`config.mk`:
```
export PLATFORM = sky130hd
export DESIGN_NAME = iter_divider_flat
export DESIGN_NICKNAME = d
export VERILOG_FILES = /design/src/rtl/iter_divider_pkg.sv /design/src/rtl/iter_divider_if.sv /design/src/rtl/iter_divider_div_step.sv /design/src/rtl/iter_divider.sv /design/src/flat_wrapper.sv
export SDC_FILE = /design/constraint.sdc
export NUM_CORES = 1
export LEC_CHECK = 0
export ABC_AREA = 1
export BUFFER_PORTS_ARGS = -buffer_cell sky130_fd_sc_hd__buf_2
export CAP_MARGIN = 20
export CORE_AREA = 2 2 144 216
export DETAILED_ROUTE_END_ITERATION = 8
export DIE_AREA = 0 0 146 218
export GPL_ROUTABILITY_DRIVEN = 0
export HOLD_SLACK_MARGIN = 0.12
export PLACE_DENSITY = 0.64
export SLEW_MARGIN = 20
export SYNTH_ARGS = -nofsm -noshare
export SYNTH_HDL_FRONTEND = slang
export SYNTH_HIERARCHICAL = 1
export SYNTH_SLANG_ARGS = --single-unit
```
`constraint.sdc`:
```
create_clock -name clk -period 2.9 [get_ports clk]
set_clock_uncertainty 0.2 [all_clocks]
set_input_delay 0.29 -clock clk [delete_from_list [all_inputs] [get_ports clk]]
set_output_delay 0.29 -clock clk [all_outputs]
set_load 0.05 [all_outputs]
```
`src/rtl/iter_divider_pkg.sv`:
```
// Shared definitions for the iterative RV32M divide unit: operation codes,
// controller states and the default datapath width.
package iter_divider_pkg;

    localparam int XLEN_DEFAULT = 32;

    typedef enum logic [1:0] {
        DIV_OP_DIV  = 2'b00,
        DIV_OP_DIVU = 2'b01,
        DIV_OP_REM  = 2'b10,
        DIV_OP_REMU = 2'b11
    } div_op_e;

    typedef enum logic [1:0] {
        IDLE = 2'b00,
        SPEC = 2'b01,
        CALC = 2'b10,
        FIX  = 2'b11
    } div_state_e;

    // funct3[0] clear selects the two's-complement variants
    function automatic logic op_is_signed(input div_op_e op);
        return !op[0];
    endfunction

    function automatic logic op_is_rem(input div_op_e op);
        return op[1];
    endfunction

endpackage

```
`src/rtl/iter_divider_if.sv`:
```
// Request/response bundle between execute-stage control and the divide unit.
interface iter_divider_if #(
    parameter int XLEN = 32
) ();
    logic            start;
    logic [1:0]      op;
    logic [XLEN-1:0] dividend;
    logic [XLEN-1:0] divisor;
    logic            busy;
    logic            done;
    logic [XLEN-1:0] result;

    modport master (
        output start, op, dividend, divisor,
        input  busy, done, result
    );

    modport slave (
        input  start, op, dividend, divisor,
        output busy, done, result
    );
endinterface

```
`src/rtl/iter_divider_div_step.sv`:
```
// One restoring division iteration: shift {rem,quo} left by one, then keep the
// trial subtraction only if it does not borrow.
module div_step #(
    parameter int XLEN = 32
) (
    input  logic [XLEN:0]   rem_i,
    input  logic [XLEN-1:0] quo_i,
    input  logic [XLEN:0]   dvsr_i,
    output logic [XLEN:0]   rem_o,
    output logic [XLEN-1:0] quo_o
);
    logic [XLEN+1:0] rem_shift;
    logic            no_borrow;

    always_comb begin
        rem_shift = {rem_i, quo_i[XLEN-1]};
        no_borrow = (rem_shift >= {1'b0, dvsr_i});
        if (no_borrow) begin
            rem_o = (XLEN+1)'(rem_shift - {1'b0, dvsr_i});
        end else begin
            rem_o = (XLEN+1)'(rem_shift);
        end
        quo_o = {quo_i[XLEN-2:0], no_borrow};
    end
endmodule

```
`src/rtl/iter_divider.sv`:
```
// Multi-cycle DIV/DIVU/REM/REMU unit: magnitudes are divided one quotient bit
// per clock, then signs are restored; RISC-V special cases bypass the loop.
module iter_divider
    import iter_divider_pkg::*;
#(
    parameter int XLEN = XLEN_DEFAULT
) (
    input logic           clk,
    input logic           rst_n,
    iter_divider_if.slave bus
);
    localparam int CW = $clog2(XLEN) + 1;

    div_state_e      state_q, state_d;
    div_op_e         op_q, op_d;
    logic [CW-1:0]   count_q, count_d;
    logic [XLEN:0]   rem_q, rem_d;
    logic [XLEN-1:0] quo_q, quo_d;
    logic [XLEN:0]   dvsr_q, dvsr_d;
    logic            q_neg_q, q_neg_d;
    logic            r_neg_q, r_neg_d;
    logic [XLEN-1:0] result_q, result_d;
    logic            done_q, done_d;

    div_op_e         cur_op;
    logic            cur_signed;
    logic            div_zero;
    logic            overflow;
    logic [XLEN:0]   abs_a;
    logic [XLEN:0]   abs_b;
    logic [XLEN:0]   step_rem;
    logic [XLEN-1:0] step_quo;
    logic [XLEN-1:0] quo_fix;
    logic [XLEN-1:0] rem_fix;

    div_step #(.XLEN(XLEN)) u_step (
        .rem_i  (rem_q),
        .quo_i  (quo_q),
        .dvsr_i (dvsr_q),
        .rem_o  (step_rem),
        .quo_o  (step_quo)
    );

    // Request decode; magnitudes are XLEN+1 wide so |-2^(XLEN-1)| fits
    always_comb begin
        cur_op     = div_op_e'(bus.op);
        cur_signed = op_is_signed(cur_op);
        div_zero   = (bus.divisor == '0);
        overflow   = cur_signed && (bus.dividend == {1'b1, {(XLEN-1){1'b0}}})
                     && (bus.divisor == '1);
        abs_a = (cur_signed && bus.dividend[XLEN-1])
              ? ((XLEN+1)'(0) - {bus.dividend[XLEN-1], bus.dividend})
              : {1'b0, bus.dividend};
        abs_b = (cur_signed && bus.divisor[XLEN-1])
              ? ((XLEN+1)'(0) - {bus.divisor[XLEN-1], bus.divisor})
              : {1'b0, bus.divisor};
        quo_fix = q_neg_q ? (-quo_q) : quo_q;
        rem_fix = r_neg_q ? (-rem_q[XLEN-1:0]) : rem_q[XLEN-1:0];
    end

    always_comb begin
        state_d  = state_q;
        op_d     = op_q;
        count_d  = count_q;
        rem_d    = rem_q;
        quo_d    = quo_q;
        dvsr_d   = dvsr_q;
        q_neg_d  = q_neg_q;
        r_neg_d  = r_neg_q;
        result_d = result_q;
        done_d   = 1'b0;

        case (state_q)
            IDLE: begin
                if (bus.start) begin
                    op_d    = cur_op;
                    count_d = '0;
                    rem_d   = '0;
                    q_neg_d = cur_signed && (bus.dividend[XLEN-1] ^ bus.divisor[XLEN-1]);
                    r_neg_d = cur_signed && bus.dividend[XLEN-1];
                    if (div_zero || overflow) begin
                        // Raw operands are parked so SPEC can pick its answer
                        quo_d   = bus.dividend;
                        dvsr_d  = {1'b0, bus.divisor};
                        state_d = SPEC;
                    end else begin
                        quo_d   = XLEN'(abs_a);
                        dvsr_d  = abs_b;
                        state_d = CALC;
                    end
                end
            end
            SPEC: begin
                if (dvsr_q == '0) begin
                    result_d = op_is_rem(op_q) ? quo_q : '1;
                end else begin
                    result_d = op_is_rem(op_q) ? '0 : quo_q;
                end
                done_d  = 1'b1;
                state_d = IDLE;
            end
            CALC: begin
                rem_d   = step_rem;
                quo_d   = step_quo;
                count_d = count_q + 1'b1;
                if (count_d == CW'(XLEN)) begin
                    state_d = FIX;
                end
            end
            FIX: begin
                result_d = op_is_rem(op_q) ? rem_fix : quo_fix;
                done_d   = 1'b1;
                state_d  = IDLE;
            end
            default: state_d = IDLE;
        endcase
    end

    always_ff @(posedge clk) begin
        if (!rst_n) begin
            state_q  <= IDLE;
            op_q     <= DIV_OP_DIV;
            count_q  <= '0;
            rem_q    <= '0;
            quo_q    <= '0;
            dvsr_q   <= '0;
            q_neg_q  <= 1'b0;
            r_neg_q  <= 1'b0;
            result_q <= '0;
            done_q   <= 1'b0;
        end else begin
            state_q  <= state_d;
            op_q     <= op_d;
            count_q  <= count_d;
            rem_q    <= rem_d;
            quo_q    <= quo_d;
            dvsr_q   <= dvsr_d;
            q_neg_q  <= q_neg_d;
            r_neg_q  <= r_neg_d;
            result_q <= result_d;
            done_q   <= done_d;
        end
    end

    assign bus.busy   = (state_q != IDLE);
    assign bus.done   = done_q;
    assign bus.result = result_q;

endmodule

```
`src/flat_wrapper.sv`:
```
// flat-port wrapper written by rule: the top's interface ports become plain ports
module iter_divider_flat import iter_divider_pkg::*;
#(
    parameter int XLEN = XLEN_DEFAULT
)
  (clk, rst_n, bus_start, bus_op, bus_dividend, bus_divisor, bus_busy, bus_done, bus_result);
  iter_divider_if #(.XLEN(XLEN)) bus_i ();
  input logic clk;
  input logic rst_n;
  input wire logic [$bits(bus_i.start)-1:0] bus_start;
  input wire logic [$bits(bus_i.op)-1:0] bus_op;
  input wire logic [$bits(bus_i.dividend)-1:0] bus_dividend;
  input wire logic [$bits(bus_i.divisor)-1:0] bus_divisor;
  output wire logic [$bits(bus_i.busy)-1:0] bus_busy;
  output wire logic [$bits(bus_i.done)-1:0] bus_done;
  output wire logic [$bits(bus_i.result)-1:0] bus_result;
  assign bus_i.start = bus_start;
  assign bus_i.op = bus_op;
  assign bus_i.dividend = bus_dividend;
  assign bus_i.divisor = bus_divisor;
  assign bus_busy = bus_i.busy;
  assign bus_done = bus_i.done;
  assign bus_result = bus_i.result;
  iter_divider #(.XLEN(XLEN)) u_core (.clk(clk), .rst_n(rst_n), .bus(bus_i));
endmodule
```
==> flow_summary.toml <==
[synth]
postSynthAreaPerCell_um2 = 5.44
synth_area_leaders = "nand2_1 (24%), dfxtp_1 (19%), inv_1 (8.8%)"
synth_top_area_cell = "nand2_1"
synthesis.nets = 2824
synth.distinct_cells = 52
ys_dominant_reg_cell = "dfxtp_1"
yosysMostFrequentCell = "nand2_1"
synth-seq-cells = 142
yosysSeqAreaShare_pct = 19.2
synth_commonest_cells = "nand2_1 (944), inv_1 (346), nor2_1 (308)"
synth_top_area_share_pct = 24.0
synth_edf_count = 0
synthArstFlopShare_pct = 0
netlist_area_um2 = 14800
synthCells = 2715
yosys_warnings = 6

[critical_path]
path_class = "register to register"
crit_arrival_ns = 2.98
reg2reg_depth = 15
endpoint_kind = "register"
cpMostUsedCell = "nand2_1"
crit-reg2reg-capture = "u_core/rem_q[12]$_SDFFE_PN0P_"
r2r-start = "u_core/quo_q[31]$_SDFFE_PN0P_"
crit_path_end = "u_core/rem_q[12]$_SDFFE_PN0P_"
r2r_setup_slack_ns = 0.09
critical_path_peak_fanout = 4
cp.required_ns = 3.08
crit_path_start_kind = "register"
cpMaxStageDelayCell = "dfxtp_1"
crit_chain = "inv_1 -> ha_1 -> inv_1 -> fa_2 -> nand2_1 -> nand2_1 -> nand3_1 -> nand2_1 -> nand2_1 -> nand2_1 -> xor2_1 -> nand2_1 -> nand2_1 -> nand2_1 -> a21oi_1"
max_stage_delay_ns = 0.40
cp-startpoint = "u_core/quo_q[31]$_SDFFE_PN0P_"

[floorplanning]
dieArea_um2 = 31800
die_width_um = 146
num_io_pins = 103
start_util_pct = 49.2
rows = 78
fp.dieH_um = 218
core_area_um2 = 30100

[power_and_ir_drop]
p_leak_nw = 8.42
ir_drop_uv = 495
p_per_area_nw_per_um2 = 586

[flow_run]
drv_cap = 0

[route]
ant_nets = 0
drc_errors = 0
vias = 17900
dr.pass1.iters = 8
totalWireLength_um = 58400
drtIter0Drc = 1682
vias_per_cell = 5.58
wl_per_cell_um = 18.2

[grt]
grt_max_degree = 54
grt_pass1_vias = 16800
antenna_found_initial = 1
grt_use_total_pct = 36.4
grt-ovfl-total = 0
grt_pass1_wl_um = 90400

[clocking]
cts.clk_slew.worst_paths_ns = 0.07
numCtsBuffers = 17
clk_latency_ns = 0.45
h-tree-depth = 4
cts.sinks = 142
cts_buffer_depth = 2
cts-root-buf = "clkbuf_16"
cts_tree = "yes"

[final_layout]
final_area_um2 = 16400
final_nets = 2901
syn2layout_area_growth_pct = 11.0
n_fill_cell = 3303
final_layout_size_suffix_gt1_share_pct = 10.3

[timing]
maxSlewHeadroom_pct = 62.7
hold_ws_ns = 0.124
fin_crit_sh_pct = 96.8
hold_viol = 0
rsz0062_at_grt = "no"
fmax_mhz = 356
worst_pin_slew_ns = 0.557
setup_tns_ns = 0
drv_slew = 0
period_minus_slack_ns = 2.81
finalSetupViolations = 0

[placement]
port_buffers = 102
dpl.hpwl_um = 45900
place_area_um2 = 15600

[outcome]
status = "finished, final reports clean"

[hold_path]
hp-class = "primary input to register"
layout make-up:
class                   count  area (µm²)  area share [%]
diodes                      1        2.50          0.0152
clock buffers              20         447            2.72
clock inverters            12         126           0.770
inverters                 368        1380            8.43
multi-input cells        2081        9900            60.4
flip-flops and latches    142        2840            17.3
well taps                 400         500            3.05
repair buffers            182        1200            7.34
cells by family after synthesis:
| group | after synthesis | synth area share [%] |
|---|---|---|
| buf+inv | 492 | 13.9 |
| fa+ha+maj | 40 | 3.44 |
| simple gates | 1690 | 49.3 |
| compound gates | 311 | 11.7 |
| xor+xnor | 40 | 2.37 |
| flops | 142 | 19.2 |
where the power goes:
group / internal, W / switching [W]
logic: 0.00156 / 0.00349
registers: 0.00212 / 0.000235
clock network: 0.00123 / 0.000977
layout by cell type (no fill, tap or decap), types with 3 or more instances in the layout:
| cell type | n |
|---|---|
| nor2_4 | 10 |
| nor3_2 | 3 |
| buf_2 | 102 |
| xor2_1 | 37 |
| nor2_2 | 18 |
| nor4_1 | 4 |
| nand2_2 | 16 |
| a31oi_1 | 3 |
| inv_2 | 19 |
| nand3_1 | 241 |
| xnor2_1 | 3 |
| a21boi_0 | 13 |
| clkbuf_16 | 17 |
| nand4_1 | 57 |
| or2_2 | 5 |
| clkinv_4 | 4 |
| dfxtp_1 | 142 |
| nand2_1 | 944 |
| nor2_1 | 304 |
| o211ai_1 | 18 |
| nand3_2 | 16 |
| dlygate4sd3_1 | 22 |
| inv_6 | 3 |
| o21a_1 | 3 |
| nand3b_1 | 17 |
| o2111ai_1 | 13 |
| o21ai_0 | 83 |
| buf_4 | 55 |
| a21oi_1 | 164 |
| nor3_1 | 37 |
| buf_12 | 3 |
| and2_1 | 8 |
| ha_1 | 38 |
| inv_1 | 346 |
critical path: cells and delay by family, from the launching register on:
kind,cells,cell delay (ns)
buffers and inverters,2,0.27
AND/OR/NAND/NOR,9,0.96
XOR/XNOR,1,0.25
flip-flops,1,0.40
AO/OA/AOI/OAI,1,0.15
adder cells (fa/ha/maj),2,0.50
how the worst min path moves through the flow:
stage / from / endpoint / cells after the start
after floorplan: rst_n / u_core/bus.result[3]$_SDFFE_PN0P_ / 2
after global placement: u_core/bus.result[12]$_SDFFE_PN0P_ / u_core/bus.result[12]$_SDFFE_PN0P_ / 2
after detailed placement: u_core/bus.result[12]$_SDFFE_PN0P_ / u_core/bus.result[12]$_SDFFE_PN0P_ / 2
after CTS: bus_dividend[3] / u_core/quo_q[3]$_SDFFE_PN0P_ / 5
after global routing: bus_dividend[3] / u_core/quo_q[3]$_SDFFE_PN0P_ / 5
final: bus_divisor[2] / u_core/dvsr_q[2]$_SDFFE_PN0P_ / 5
flip-flops by register name (all words and copies together), names as in the netlist:
register           flops
u_core/quo_q          32
u_core/count_q         6
u_core/op_q            1
u_core/dvsr_q         33
u_core/q_neg_q         1
u_core/bus.done        1
u_core/bus.result     32
u_core/r_neg_q         1
u_core/rem_q          33
u_core/state_q         2
per-stage QoR:
step,util [%],setup WS (ns),power (W),cells
after global placement,51.7,0.153,0.00721,3147
after detailed placement,51.7,0.148,0.00725,3147
after floorplan,-,0.721,0.00600,2715
final,54.6,0.0922,0.00961,3206
after global routing,54.6,0.0331,0.0103,3206
after CTS,54.4,0.140,0.00947,3201
metal layers:
metal | vias to the layer above | track usage, % | share of wire (%)
li1 | 8740 | - | -
met1 | 8048 | 39.1 | 36
met2 | 847 | 63.3 | 48
met3 | 260 | 5.59 | 6.7
met4 | 0 | 29.3 | 9.0
met5 | - | 0 | 0
timing repair:
action | CTS | global route
buffers inserted | 0 | 4
hold buffers | 22 | 0
gates resized for setup | 0 | 2
endpoints found under the setup margin | 0 | 4
hold endpoints to repair | 21 | 0
Power figures use the tool's default switching activity.
